## config.mk

```make
export PLATFORM = sky130hd
export DESIGN_NAME = vga_tim_ctrl
export DESIGN_NICKNAME = d
export VERILOG_FILES = /design/src/rtl/vga_tim_pkg.sv /design/src/rtl/vga_tim_chk.sv /design/src/rtl/vga_tim_ctrl.sv
export SDC_FILE = /design/constraint.sdc
export NUM_CORES = 1
export LEC_CHECK = 0
export CAP_MARGIN = 20
export CORE_AREA = 2 2 191 137
export DETAILED_ROUTE_END_ITERATION = 6
export DIE_AREA = 0 0 193 139
export PLACE_DENSITY = 0.65
export RECOVER_POWER = 25
export SLEW_MARGIN = 15
export SYNTH_ARGS = -nofsm -noshare
export SYNTH_HDL_FRONTEND = slang
export SYNTH_HIERARCHICAL = 1
export SYNTH_SLANG_ARGS = --single-unit
export TNS_END_PERCENT = 20
```

## constraint.sdc

```tcl
create_clock -name clk -period 11 [get_ports clk]
set_input_delay 1.65 -clock clk [delete_from_list [all_inputs] [get_ports clk]]
set_output_delay 1.65 -clock clk [all_outputs]
set_load 0.005 [all_outputs]
```

## src/rtl/vga_tim_pkg.sv

```systemverilog
// Shared definitions for the VGA timing controller: register map, field
// positions, FSM encoding and the bundled timing record.
package vga_tim_pkg;

    localparam logic [2:0] ADR_HTIM0 = 3'd0;
    localparam logic [2:0] ADR_HTIM1 = 3'd1;
    localparam logic [2:0] ADR_VTIM0 = 3'd2;
    localparam logic [2:0] ADR_VTIM1 = 3'd3;
    localparam logic [2:0] ADR_POL   = 3'd4;

    localparam int SYNC_MSB = 31;
    localparam int SYNC_LSB = 24;
    localparam int GDEL_MSB = 23;
    localparam int GDEL_LSB = 16;
    localparam int GATE_MSB = 31;
    localparam int GATE_LSB = 16;
    localparam int LEN_MSB  = 15;
    localparam int LEN_LSB  = 0;
    localparam int POL_MSB  = 3;
    localparam int POL_LSB  = 0;

    typedef enum logic [1:0] {
        ST_OFF  = 2'd0,
        ST_LOAD = 2'd1,
        ST_RUN  = 2'd2,
        ST_PEND = 2'd3
    } state_t;

    // pol = {HSyncL, VSyncL, CSyncL, BlankL}
    typedef struct packed {
        logic [7:0]  hsync;
        logic [7:0]  hgdel;
        logic [15:0] hgate;
        logic [15:0] hlen;
        logic [7:0]  vsync;
        logic [7:0]  vgdel;
        logic [15:0] vgate;
        logic [15:0] vlen;
        logic [3:0]  pol;
    } timing_t;

endpackage

```

## src/rtl/vga_tim_chk.sv

```systemverilog
// Limit check for one axis: the sync, back-porch and gate intervals must fit
// inside a non-zero line/frame length.
module vga_tim_chk (
    input  logic [7:0]  Tsync,
    input  logic [7:0]  Tgdel,
    input  logic [15:0] Tgate,
    input  logic [15:0] Tlen,
    output logic        err
);

    logic [16:0] w_sum;

    // 17 bits holds 255+255+65535 without wrapping
    assign w_sum = {9'd0, Tsync} + {9'd0, Tgdel} + {1'b0, Tgate};
    assign err   = (Tlen == 16'd0) || (w_sum > {1'b0, Tlen});

endmodule

```

## src/rtl/vga_tim_ctrl.sv

```systemverilog
// Shadow/active timing register pair for a VGA timing generator; a commit is
// applied only at end of frame so the generator never sees a torn update.
module vga_tim_ctrl
    import vga_tim_pkg::*;
(
    input  logic        clk,
    input  logic        rst,
    input  logic        ena,
    input  logic        we,
    input  logic [2:0]  adr,
    input  logic [31:0] dat_i,
    input  logic        commit,
    input  logic        eof,
    output logic        tgen_rst,
    output logic [7:0]  Thsync,
    output logic [7:0]  Thgdel,
    output logic [15:0] Thgate,
    output logic [15:0] Thlen,
    output logic [7:0]  Tvsync,
    output logic [7:0]  Tvgdel,
    output logic [15:0] Tvgate,
    output logic [15:0] Tvlen,
    output logic        HSyncL,
    output logic        VSyncL,
    output logic        CSyncL,
    output logic        BlankL,
    output logic        busy,
    output logic        done,
    output logic        cfg_err
);

    timing_t r_shadow;
    timing_t r_active;
    state_t  r_state;
    state_t  w_next;
    logic    r_wasLoad;
    logic    w_hErr;
    logic    w_vErr;

    always_ff @(posedge clk or posedge rst) begin
        if (rst) begin
            r_shadow <= '0;
        end else if (we) begin
            case (adr)
                ADR_HTIM0: begin
                    r_shadow.hsync <= dat_i[SYNC_MSB:SYNC_LSB];
                    r_shadow.hgdel <= dat_i[GDEL_MSB:GDEL_LSB];
                end
                ADR_HTIM1: begin
                    r_shadow.hgate <= dat_i[GATE_MSB:GATE_LSB];
                    r_shadow.hlen  <= dat_i[LEN_MSB:LEN_LSB];
                end
                ADR_VTIM0: begin
                    r_shadow.vsync <= dat_i[SYNC_MSB:SYNC_LSB];
                    r_shadow.vgdel <= dat_i[GDEL_MSB:GDEL_LSB];
                end
                ADR_VTIM1: begin
                    r_shadow.vgate <= dat_i[GATE_MSB:GATE_LSB];
                    r_shadow.vlen  <= dat_i[LEN_MSB:LEN_LSB];
                end
                ADR_POL: r_shadow.pol <= dat_i[POL_MSB:POL_LSB];
                default: ;
            endcase
        end
    end

    // The copy uses the shadow as it was before this edge, so a write landing
    // in the LOAD cycle is not forwarded into the active set.
    always_ff @(posedge clk or posedge rst) begin
        if (rst) begin
            r_active <= '0;
        end else if (r_state == ST_LOAD) begin
            r_active <= r_shadow;
        end
    end

    vga_tim_chk u_hChk (
        .Tsync (r_shadow.hsync),
        .Tgdel (r_shadow.hgdel),
        .Tgate (r_shadow.hgate),
        .Tlen  (r_shadow.hlen),
        .err   (w_hErr)
    );

    vga_tim_chk u_vChk (
        .Tsync (r_shadow.vsync),
        .Tgdel (r_shadow.vgdel),
        .Tgate (r_shadow.vgate),
        .Tlen  (r_shadow.vlen),
        .err   (w_vErr)
    );

    assign cfg_err = w_hErr | w_vErr;

    always_ff @(posedge clk or posedge rst) begin
        if (rst) begin
            r_state   <= ST_OFF;
            r_wasLoad <= 1'b0;
        end else begin
            r_state   <= w_next;
            r_wasLoad <= (r_state == ST_LOAD);
        end
    end

    // Dropping ena overrides every other transition, including a pending load.
    always_comb begin
        w_next = r_state;
        if (!ena) begin
            w_next = ST_OFF;
        end else begin
            case (r_state)
                ST_OFF:  if (!cfg_err) w_next = ST_LOAD;
                ST_LOAD: w_next = ST_RUN;
                ST_RUN:  if (commit && !cfg_err) w_next = ST_PEND;
                ST_PEND: if (eof) w_next = ST_LOAD;
                default: w_next = ST_OFF;
            endcase
        end
    end

    always_comb begin
        tgen_rst = 1'b1;
        busy     = 1'b0;
        done     = 1'b0;
        case (r_state)
            ST_RUN: begin
                tgen_rst = 1'b0;
                done     = r_wasLoad;
            end
            ST_PEND: begin
                tgen_rst = 1'b0;
                busy     = 1'b1;
            end
            default: ;
        endcase
    end

    assign Thsync = r_active.hsync;
    assign Thgdel = r_active.hgdel;
    assign Thgate = r_active.hgate;
    assign Thlen  = r_active.hlen;
    assign Tvsync = r_active.vsync;
    assign Tvgdel = r_active.vgdel;
    assign Tvgate = r_active.vgate;
    assign Tvlen  = r_active.vlen;
    assign {HSyncL, VSyncL, CSyncL, BlankL} = r_active.pol;

endmodule

```

==> After elaboration in Yosys (flattened, before gate mapping) <==
Cells that the tools add are included.
{ "totals": {"regBits": 203, "input_bits": 41, "word_cells": 60} }
{ "classes": {"add_sub_neg": 4, "n_lt_le_gt_ge": 2, "n_eq_ne": 10, "n_mux": 8, "bitwise": 1, "reduce_logical": 15} }
{ "ops": {"columns": ["operator", "count"], "rows": [
  ["17-bit by 16-bit adder with 17-bit output", 2],
  ["17-bit by 16-bit greater-than comparator with 1-bit output", 2],
  ["16-bit zero test", 2],
  ["8-bit by 8-bit adder with 9-bit output", 2],
  ["2-bit AND reduction", 5],
  ["3-bit != test (second input constant)", 3],
  ["2-bit 2-to-1 mux", 4],
  ["2-bit case mux with 4 select lines", 1],
  ["3-bit by 2-bit == test with 1-bit output (second input constant)", 2],
  ["2-bit == test (second input constant)", 2],
  ["3-bit by 1-bit == test with 1-bit output (second input constant)", 1],
  ["3-bit == test (second input constant)", 1],
  ["3-bit zero test", 1],
  ["1-bit 2-to-1 mux", 3],
  ["3-bit AND reduction", 1],
  ["2-bit by 1-bit == test with 1-bit output (second input constant)", 1],
  ["2-bit zero test", 1],
  ["1-bit logical OR", 2],
  ["2-bit OR reduction", 1],
  ["1-bit logical AND", 1],
  ["1-bit zero test", 1],
  ["1-bit OR", 1]
]} }

==> Depth between registers and ports, before layout <==
Gate-level depths: netlist of the first run.
{ "depth": {"depth_word": 10, "mapped_depth": 17} }

==> By module <==
Netlist of the first run, hierarchy kept.
{ "modules_own_cells": {"columns": ["mod", "instances", "cells_each", "area_per_inst_um2", "seq_area_each_um2"], "rows": [
  ["vga_tim_ctrl", 1, 450, 7674.9, 5079.9],
  ["vga_tim_chk at u_hChk", 1, 131, 1091.0, 0.0],
  ["vga_tim_chk at u_vChk", 1, 130, 1081.0, 0.0]
]} }

==> Least setup slack after synthesis of the first run <==
OpenSTA, ideal clock, no wires.
{ "synth_path": {"path_kind": "reg2out", "from": "register r_shadow[45] (netlist name)", "to": "output cfg_err", "arrival_time_ns": 3.832, "t_required_ns": 9.350, "slack_ns": 5.518, "path_stages_with_launch": 16, "path_buffers": 0, "path_cell_list": "dfrtp_1 fa_1 ha_1 fa_1 a211oi_1 nor2_1 o311ai_2 a211oi_1 xor2_1 ha_1 o21ai_0 nor2_1 a2111oi_0 o211a_1 o311ai_1 or2_2"} }
{ "synth_between": {"elab_chain_cells": 5} }
{ "synth_lines": {"columns": ["item", "line_no", "text"], "rows": [
  ["from (decl)", "vga_tim_ctrl.sv:32", "timing_t r_shadow;"],
  ["8-bit by 8-bit adder with 9-bit output", "vga_tim_chk.sv:14", "assign w_sum = {9'd0, Tsync} + {9'd0, Tgdel} + {1'b0, Tgate};"],
  ["17-bit by 16-bit adder with 17-bit output", "vga_tim_chk.sv:14", null],
  ["17-bit by 16-bit greater-than comparator with 1-bit output", "vga_tim_chk.sv:15", "assign err = (Tlen == 16'd0) || (w_sum > {1'b0, Tlen});"],
  ["1-bit logical OR", "vga_tim_chk.sv:15", null],
  ["via w_vErr", "vga_tim_ctrl.sv:38", "logic w_vErr;"],
  ["1-bit OR", "vga_tim_ctrl.sv:93", "assign cfg_err = w_hErr | w_vErr;"],
  ["to (decl)", "vga_tim_ctrl.sv:29", "output logic cfg_err"]
]} }
The timed path passes the listed nets, and every way through them passes these cells.

==> Worst setup path after layout of the first run <==
Same ends and word-level chain as after synthesis.

==> results.toml, run 1 <==
[status]
outcome = "complete, but fails checks"
failed_checks = "capacitance limit, slew limit"

[worst_setup_path]
critPathCaptureType = "primary output"
ws_path_type = "reg -> out"
arr_time_crit_path_ns = 5.27
timing.critical_path.required_ns = 9.35
crit_start = "r_shadow[45]"
worstSetupStartpointType = "register"
crit-reg2reg-launch = "r_shadow[45]"
critical_path_cell_sequence = "fa_1 > ha_1 > fa_1 > a211oi_1 > nor2_1 > o311ai_2 > a211oi_1 > xor2_1 > ha_1 > o21ai_0 > nor2_1 > a2111oi_0 > o211a_1 > o311ai_1 > or2_2 > clkdlybuf4s50_1"
crit_fanout = 5
crit_path_max_incr_delay_ns = 0.48
slowest_stage = "fa_1"

[pwr]
power_frac_comb = 0.471
p_sw_frac = 0.3367
clkPwrFrac = 0.193
p_leak_nw = 5.331
post-layout-total-power_w = 0.003691
p_per_area_nw_per_um2 = 300.5
power.sequential.fraction = 0.335
netSwitchingPower_w = 0.001243
power_report.internal_total_w = 0.002448
ir_worst_vdd_v = 0.0001452

[layout]
multi_input_comb_area_sq_um = 4496
net_count_of_the_finished_layout = 973
final_layout_size_suffix_gt1_frac = 0.2852
filler_cell_count_in_the_final_layout = 2235
sequential_cell_area_sq_um = 5080
flow.area_growth_from_synthesis_pct = 24.75

[synthesis]
yosys-top-cells-area = "dfrtp_1 52%, mux2_2 23%, ha_1 6.6%"
synth-compound-area-share = 0.05781
netlist_cell_types = 46
post-synth-top-area-fraction = 0.5159
synth-seq-cells = 203
simple_gate_portion_of_the_synthesized_area = 0.04600
syn_inst = 711
synth_top_family_by_area = "multiplexers"
ys.flop_type = "dfrtp_1"
syn_nets = 822
synth.largest_area_cell = "dfrtp_1"
synth_edf_count = 0
synthesis.area_per_instance_sq_um = 13.85
synth-adder-area-share = 0.1027
sequential_to_total_area_share_from_yosys_stat = 0.5159
async_reset_ff_frac = 1.000
synth_warnings = 6
synth_xor_xnor_area_share = 0.01779
muxShareOfSynthArea = 0.2307
synth.cell_area_sq_um = 9847

[global_route]
number_of_antenna_violations_at_the_first_check_in_global_routing = 0
grt_start_max_net_pins = 130
grt_use_met1 = 0.2830
grt_util_all_layers = 0.1827
gr-usage-met3 = 0.03289
grt_pass1_wl_um = 37720
grt_util_met2 = 0.2684
global_route.overflow_total = 0
first_global_vias = 6500
grt_most_used_layer = "met1"

[sta]
slew_headroom = -2.813
timing.fmax_ghz = 0.1445
actual_transition_at_the_worst_max_transition_pin_ns = 5.688
timing.setup.tns_ns = 0
timing.final.hold_violations = 0
timing_max_transition_violations_final = 235
finalSetupViolCount = 0
post-route-period-util = 0.6291
timing.clock.skew_ns = 0.006675
period_needed_ns = 6.920
finalWorstSetupSlack_ns = 4.080
unrepaired_setup_endpoints_after_global_routing = "no"

[floorplan]
io_pins = 145
die_area_sq_um = 26830
placeableCoreArea_sq_um = 25140
floorplan.die.width_um = 193
dieHeight_um = 139
floorplan.initialDensity = 0.3917
std_cell_rows = 49

[clock_network]
worstSkewPairLatency_ns = 0.49
post_cts_resize_count = 0
tritoncts = "yes"
clock_sinks = 203
tritoncts_buffer_count = 21
cts-root-buf = "clkbuf_16"
clk_pin_slew_ns = 0.07
clock_path_buffers = 3
postCtsSetupRepairBufs = 0
postCtsHoldBufs = 0
ctsHtreeMaxLevel = 1

[min_path]
hold_path_class = "reg -> reg"
hold_start = "Tvgdel[4]"

[place]
preCtsSetupSlack_ns = 4.620
buffer_ports.inserted = 144
dp_hpwl_um = 17560
routabilityCongestion = 0.8411

[route]
drc_errors = 0
first_iter_violations = 266
finalWirelength_um = 23890
count_of_tritonroute_iterations_in_the_first_routing_pass = 4
num_vias = 6235
ant_nets = 0
routedWlPerCell_um = 19.83
via_per_inst = 5.174

[flow_run]
maxCapViolCount = 3
state kept, by name, summed over array words and instances, names as in the netlist, 2 cells and up:
name,flops
r_shadow,100
Thgate,16
Thlen,16
Tvgate,16
Tvlen,16
Thgdel,8
Thsync,8
Tvgdel,8
Tvsync,8
r_state,2
synth_stat cells (4+ instances only):
| library cell | count |
|---|---|
| o21ai_0 | 9 |
| xnor2_1 | 8 |
| xor2_1 | 12 |
| inv_1 | 39 |
| a211oi_1 | 15 |
| a21o_2 | 4 |
| and3_1 | 6 |
| nor2_1 | 17 |
| ha_1 | 52 |
| nand2_1 | 22 |
| buf_6 | 6 |
| or2_2 | 4 |
| nand4_1 | 10 |
| dfrtp_1 | 203 |
| mux2_2 | 198 |
| buf_2 | 12 |
| nor4_1 | 9 |
| a21oi_1 | 16 |
| fa_1 | 18 |
| a21o_1 | 7 |
routing by layer:
layer  up-vias  wire length, um
met1      3192            12080
met5         -                0
met3        32             1055
met2       137            10330
met4         0              425
li1       2874                -
stage by stage:
| stage | instance area, sq um | instances | utilization | hold slack, ns |
|---|---|---|---|---|
| 3_3_place_gp | 11630 | 1170 | 0.4629 | 0.4893 |
| 3_5_place_dp | 11630 | 1170 | 0.4629 | 0.4919 |
| 5_1_grt | 12280 | 1204 | 0.4886 | 0.5148 |
| 2_1_floorplan | 9847 | 711 | - | 0.4750 |
| 4_1_cts | 12300 | 1204 | 0.4895 | 0.5082 |
| 6_report | 12280 | 1205 | 0.4887 | 0.5028 |
cell usage in the layout, fill, tap and decap left out, drive strengths merged, types with 4 or more instances in the layout:
cell type,instances
dfrtp,203
mux2,200
clkdlybuf4s50,143
ha,52
inv,38
clkbuf,29
nand2,22
fa,18
nor2,17
a21oi,16
a211oi,15
xor2,12
a21o,11
nand4,10
o21ai,9
nor4,9
xnor2,8
and3,6
or2,4
buf,4
o31ai,4
kinds of logic after synthesis:
group / after synthesis
flops: 203
buf+inv: 60
simple gates: 83
xor+xnor: 20
mux: 202
fa+ha+maj: 70
compound gates: 73
final timing paths:
path,end,slack (ns),cells after the start
max,cfg_err,4.08,16
min in group asynchronous,VSyncL,3.37,2
max in group asynchronous,r_shadow[83],4.85,3
max reg2reg,r_state[1],5.89,17
min,Tvgdel[4],0.50,1
min reg2reg,Tvgdel[4],0.50,1
power by group through the flow:
| stage | logic [W] | registers (W) | clock network (W) |
|---|---|---|---|
| after floorplan | 0.00105 | 0.00120 | 0 |
| after global placement | 0.00169 | 0.00125 | 0 |
| after detailed placement | 0.00173 | 0.00125 | 0 |
| after CTS | 0.00175 | 0.00124 | 0.000734 |
| after global routing | 0.00192 | 0.00128 | 0.000766 |
| final | 0.00174 | 0.00124 | 0.000714 |
area by class of cell:
class                   count  share of cell area
diodes                      1           0.0002037
clock buffers              28             0.04573
clock inverters             6            0.008759
inverters                  39             0.01202
multi-input cells         448              0.3660
flip-flops and latches    203              0.4135
well taps                 331             0.03371
repair buffers            149              0.1201
worst max-delay path, delay by kind of cell, from the launching register on:
| kind | cells | cell delay (ns) |
|---|---|---|
| fa+ha+maj | 4 | 1.47 |
| xor+xnor | 1 | 0.17 |
| flops | 1 | 0.41 |
| simple gates | 3 | 0.55 |
| compound gates | 7 | 1.72 |
| buf+inv | 1 | 0.46 |
No activity file was read; power rests on OpenSTA's default activity.
==> inputs of run 2 (changes only) <==
--- a/config.mk
+++ b/config.mk
@@ -9,7 +9,7 @@
 export CORE_AREA = 2 2 191 137
 export DETAILED_ROUTE_END_ITERATION = 6
 export DIE_AREA = 0 0 193 139
-export PLACE_DENSITY = 0.65
+export PLACE_DENSITY = 0.68
 export RECOVER_POWER = 25
 export SLEW_MARGIN = 15
 export SYNTH_ARGS = -nofsm -noshare
==> constraint.sdc (replaced) <==
create_clock -name clk -period 6.31 [get_ports clk]
set_input_delay 0.9465 -clock clk [delete_from_list [all_inputs] [get_ports clk]]
set_output_delay 0.9465 -clock clk [all_outputs]
set_load 0.005 [all_outputs]
==> run 2 against run 1 <==
  * Clock power up 71%
  * Critical endpoint unchanged
  * Combinational power up 76%
  * Sequential cell count unchanged
  * The flow still finishes with violations (capacitance limit, slew limit)
  * Power up 74%
  * Register-to-register slack worse by 4.5 ns
  * Clock skew up 0.0027 ns
  * Sequential power up 73%
  * Final area up 0.53%
  * Die area unchanged
==> results.toml, run 2 (synthesis gave the netlist of run 1 again) <==
[layout]
final_layout_size_suffix_gt1_frac = 0.2958
net_count_of_the_finished_layout = 976
number_of_flip_flops_in_the_largest_register = 100
flow.area_growth_from_synthesis_pct = 25.41
final_util = 0.4913
final_cell_mix = "203 x dfrtp_1, 198 x mux2_2, 143 x clkdlybuf4s50_1"
filler_cell_count_in_the_final_layout = 2217
largest_register_by_flop_count = "r_shadow"
final_common_cell = "dfrtp_1"

[route]
finalWirelength_um = 23900
num_vias = 6246
ant_nets = 0
via_per_inst = 5.158
routedWlPerCell_um = 19.73
drc_errors = 0
count_of_tritonroute_iterations_in_the_first_routing_pass = 4
first_iter_violations = 236

[floorplan]
floorplan.initialDensity = 0.3917
floorplan.die.width_um = 193
die_area_sq_um = 26830
std_cell_rows = 49
io_pins = 145
placeableCoreArea_sq_um = 25140
dieHeight_um = 139

[worst_setup_path]
arr_time_crit_path_ns = 5.13
regToRegSetupSlack_ns = 1.40
slowest_stage = "fa_1"
worstSetupStartpointType = "register"
worst-path-stages = 16
critical_path_cell_sequence = "fa_1 > ha_1 > fa_1 > a211oi_2 > nor2_1 > o311ai_4 > a211oi_1 > xor2_1 > ha_1 > o21ai_0 > nor2_1 > a2111oi_2 > o211a_1 > o311ai_1 > or2_2 > clkdlybuf4s50_1"
crit_fanout = 4
critical_path_buf_inv_count = 1
ws_path_type = "reg -> out"
worstRegToRegCells = 17
critPathTopFamily = "compound AO/OA/AOI/OAI gates"
crit_path_max_incr_delay_ns = 0.48
critPathCaptureType = "primary output"
timing.critical_path.required_ns = 5.36

[sta]
period_needed_ns = 6.072
timing.fmax_ghz = 0.1647
slew_headroom = -0.7124
post-route-period-util = 0.9623
timing.setup.tns_ns = 0
finalWorstSetupSlack_ns = 0.2379
finalSetupViolCount = 0
hold_ws_ns = 0.5042
timing_max_transition_violations_final = 156
timing.final.hold_violations = 0
actual_transition_at_the_worst_max_transition_pin_ns = 2.569
timing.clock.skew_ns = 0.009341

[global_route]
global_route.overflow_total = 0
number_of_antenna_violations_at_the_first_check_in_global_routing = 0
first_global_vias = 6499
grt_start_max_net_pins = 106
grt_pass1_wl_um = 37790
grt_util_all_layers = 0.1822

[pwr]
netSwitchingPower_w = 0.002192
clkPwrFrac = 0.189
p_sw_frac = 0.3412
power_report.internal_total_w = 0.004233
post-layout-total-power_w = 0.006425
p_per_area_nw_per_um2 = 520.3
power.sequential.fraction = 0.334
power_frac_comb = 0.477
p_leak_nw = 5.368
ir_worst_vdd_v = 0.0002094

[min_path]
hold_path_class = "reg -> reg"
hold-path-cell-count = 1

[status]
failed_checks = "capacitance limit, slew limit"
outcome = "complete, but fails checks"

[clock_network]
ctsHtreeMaxLevel = 1
clock_path_buffers = 3
cts-root-buf = "clkbuf_16"
clock_sinks = 203
worstSkewPairLatency_ns = 0.49
clk_pin_slew_ns = 0.06
tritoncts_buffer_count = 21
tritoncts = "yes"

[place]
routabilityCongestion = 0.8445
preCtsSetupSlack_ns = 0.6513
buffer_ports.inserted = 144
dp_hpwl_um = 17600

[flow_run]
maxCapViolCount = 2
==> run 2: changes by cell type in the layout (fill, tap and decap cells not counted), sizes merged <==
cell / previous run / this run
buf: 4 / 6
bufinv: 3 / 1
clkbuf: 29 / 31
clkinv: 2 / 6
==> run 2: stage by stage <==
step,instances,instance area (sq um)
6_report,1211,12350
5_1_grt,1210,12350
4_1_cts,1208,12320
3_5_place_dp,1171,11650
3_3_place_gp,1171,11650
2_1_floorplan,711,9851
==> run 2: layout make-up <==
class / instances / area [sq um] / share of cell area
Timing Repair Buffer: 152 / 1515 / 0.1227
Inverter: 39 / 147.6 / 0.01196
Antenna cell: 1 / 2.502 / 0.0002026
Sequential cell: 203 / 5080 / 0.4113
Multi-Input combinational cell: 448 / 4517 / 0.3658
Clock buffer: 29 / 605.6 / 0.04904
Tap cell: 331 / 414.1 / 0.03354
Clock inverter: 8 / 67.56 / 0.005471
==> run 2: worst paths after layout <==
check                        startpoint          to
min                            Thlen[8]    Thlen[8]
max reg2reg                r_shadow[45]  r_state[1]
min in group asynchronous           rst      BlankL
max                        r_shadow[45]     cfg_err
max in group asynchronous           rst   Thgate[0]
min reg2reg                    Thlen[8]    Thlen[8]
==> run 2: routing by layer <==
metal / up-vias / track usage / share of wire
met4: 0 / 0.03309 / 0.016
met1: 3202 / 0.2813 / 0.48
li1: 2871 / - / -
met3: 26 / 0.03365 / 0.064
met5: - / 0 / 0
met2: 147 / 0.2681 / 0.44
==> run 2: repair_timing <==
action / in CTS / in global routing
setup endpoints to repair: 0 / 1
gates resized for setup: 0 / 4
setup buffers: 0 / 1
hold buffers: 0 / 0
==> run 2: power by group through the flow <==
stage	clock network, W	logic, W	registers, W
finish	0.00122	0.00306	0.00215
global placement	0	0.00295	0.00217
detailed placement	0	0.00302	0.00218
global route	0.00131	0.00337	0.00222
floorplan	0	0.00183	0.00210
CTS	0.00125	0.00305	0.00216
==> inputs of run 3 (changes only) <==
==> constraint.sdc (replaced) <==
create_clock -name clk -period 5 [get_ports clk]
set_input_delay 0.75 -clock clk [delete_from_list [all_inputs] [get_ports clk]]
set_output_delay 0.75 -clock clk [all_outputs]
set_load 0.005 [all_outputs]
==> run 3 against run 2 <==
  * Die area did not move
  * Worst hold slack worse by 0.0052 ns
  * Non-clock buffer count is 37 higher
  * Via count increased by 3.5%
  * Clock power increased by 50%
  * Critical endpoint unchanged
  * Power is 36% higher
  * Sequential cell count unchanged
  * First-iteration DRC count up 9.7%
  * Routed wire length increased by 1.2%
  * The run ends with capacitance limit, slew limit, setup timing left
==> results.toml, run 3 (synthesis gave the netlist of run 1 again) <==
[status]
outcome = "complete, but fails checks"
failed_checks = "capacitance limit, slew limit, setup timing"

[worst_setup_path]
regToRegSetupSlack_ns = 0.48
worstSetupStartpointType = "register"
timing.critical_path.required_ns = 4.25
ws_path_type = "reg -> out"
critPathCaptureType = "primary output"
crit_fanout = 4
arr_time_crit_path_ns = 4.46

[clock_network]
clock_sinks = 203
clock_path_buffers = 3
tritoncts = "yes"
cts-root-buf = "clkbuf_16"
ctsHtreeMaxLevel = 1
clk_pin_slew_ns = 0.06
postCtsHoldBufs = 0
tritoncts_buffer_count = 22
worstSkewPairLatency_ns = 0.50

[flow_run]
maxCapViolCount = 3

[layout]
number_of_flip_flops_in_the_largest_register = 100
sequential_cell_area_sq_um = 5080
largest_register_by_flop_count = "r_shadow"
final_layout_size_suffix_gt1_frac = 0.3420
filler_cell_count_in_the_final_layout = 2188
antenna-diode-count = 0
final_cell_mix = "203 x dfrtp_1, 198 x mux2_2, 141 x clkdlybuf4s50_1"
final_common_cell = "dfrtp_1"
net_count_of_the_finished_layout = 1014
multi_input_comb_area_sq_um = 4599
flow.area_growth_from_synthesis_pct = 30.36
instances_no_fill = 1249

[floorplan]
die_area_sq_um = 26830
io_pins = 145
floorplan.initialDensity = 0.3917
dieHeight_um = 139
floorplan.die.width_um = 193
std_cell_rows = 49
placeableCoreArea_sq_um = 25140

[sta]
finalWorstSetupSlack_ns = -0.2118
actual_transition_at_the_worst_max_transition_pin_ns = 2.695
post-route-period-util = 1.042
slew_headroom = -0.7968
timing_max_transition_violations_final = 281
timing.final.hold_violations = 0
unrepaired_setup_endpoints_after_global_routing = "yes"
timing.fmax_ghz = 0.1919
finalSetupViolCount = 1
period_needed_ns = 5.212
timing.clock.skew_ns = 0.01087

[place]
preCtsSetupSlack_ns = -0.3568
dp_hpwl_um = 17520
placed_cells = 1206
routabilityCongestion = 0.9500
buffer_ports.inserted = 144

[global_route]
global_route.overflow_total = 0
first_global_vias = 6573
number_of_antenna_violations_at_the_first_check_in_global_routing = 1
grt_util_all_layers = 0.1819
grt_pass1_wl_um = 37610
grt_start_max_net_pins = 193

[route]
num_vias = 6463
highest-signal-layer = "met4"
routedWlPerCell_um = 19.36
via_per_inst = 5.175
ant_nets = 0
met2RoutedLength_um = 10560
count_of_tritonroute_iterations_in_the_first_routing_pass = 4
first_iter_violations = 259
routed-wl-met3_um = 1426
drc_errors = 0
detail_route.wirelength.met1_um = 11690
finalWirelength_um = 24180

[pwr]
ir_worst_vdd_v = 0.0003013
post-layout-total-power_w = 0.008721
p_leak_nw = 5.599
p_per_area_nw_per_um2 = 679.4

[min_path]
hold_path_class = "reg -> reg"
[run 3: cell types whose count changed in the layout (fill, tap and decap cells not counted), moves of 2 or more]
cell             before  now
clkinv_2              6    2
fa_2                  0    3
clkdlybuf4s50_1     143  141
a211oi_1             14   10
ha_2                  0    3
fa_1                 18   15
clkbuf_16            21   23
buf_4                 5   42
ha_1                 52   49
o311ai_4              1    3
nor2_2                0    2
nor2_1               17   15
bufinv_16             1    5
a211oi_2              1    5
[run 3: final timing paths]
path	startpoint	to	depth (start not counted)
min reg2reg	r_shadow[2]	r_shadow[2]	1
max in group asynchronous	rst	BlankL	3
min in group asynchronous	rst	HSyncL	2
max reg2reg	r_shadow[93]	r_state[0]	18
max	r_shadow[93]	cfg_err	16
min	r_shadow[2]	r_shadow[2]	1
[run 3: through the flow]
step                      hold slack [ns]  setup TNS [ns]  utilization  area (sq um)
after CTS                          0.5068         -0.2098       0.5109         12840
final                              0.4989         -0.2118       0.5107         12840
after global placement             0.4888         -0.2902       0.4740         11910
after detailed placement           0.4930         -0.3568       0.4740         11910
after floorplan                    0.4750               0            -          9851
after global routing               0.5198         -0.4079       0.5107         12840
[run 3: metal layers]
metal / track usage / up-vias
li1: - / 2952
met1: 0.2822 / 3308
met2: 0.2690 / 168
met3: 0.02632 / 35
met4: 0.03868 / 0
met5: 0 / -
[run 3: timing repair]
action | 4_1_cts | 5_1_grt
setup endpoints to repair | 1 | 1
pin swaps | 15 | 7
resized for setup | 26 | 4
buffers inserted | 2 | 2
gates cloned | 0 | 0
hold endpoints to repair | 0 | 0
[run 3: layout make-up]
cell class	instances	area share
multi-input combinational	448	0.3583
clock buffer	29	0.04971
sequential	203	0.3957
tap	331	0.03226
inverter	39	0.01150
timing repair buffer	189	0.1381
clock inverter	10	0.01433
[run 3: worst max-delay path, stage by stage, from the launching register on]
cell and delay (ns):
dfrtp_1 0.41, fa_1 0.52, ha_2 0.22, buf_4 0.14, a211o_4 0.35, a2111oi_4 0.37
nor2_1 0.10, a21o_1 0.20, xor2_1 0.15, ha_1 0.35, a21oi_1 0.20, o21a_1 0.15
o211ai_1 0.08, a211oi_1 0.21, o211ai_1 0.10, or2_4 0.28, buf_6 0.12
[run 3: power breakdown]
part,switching [W],internal [W]
clock,0.000678,0.00116
combinational,0.00175,0.00243
sequential,0.000456,0.00225
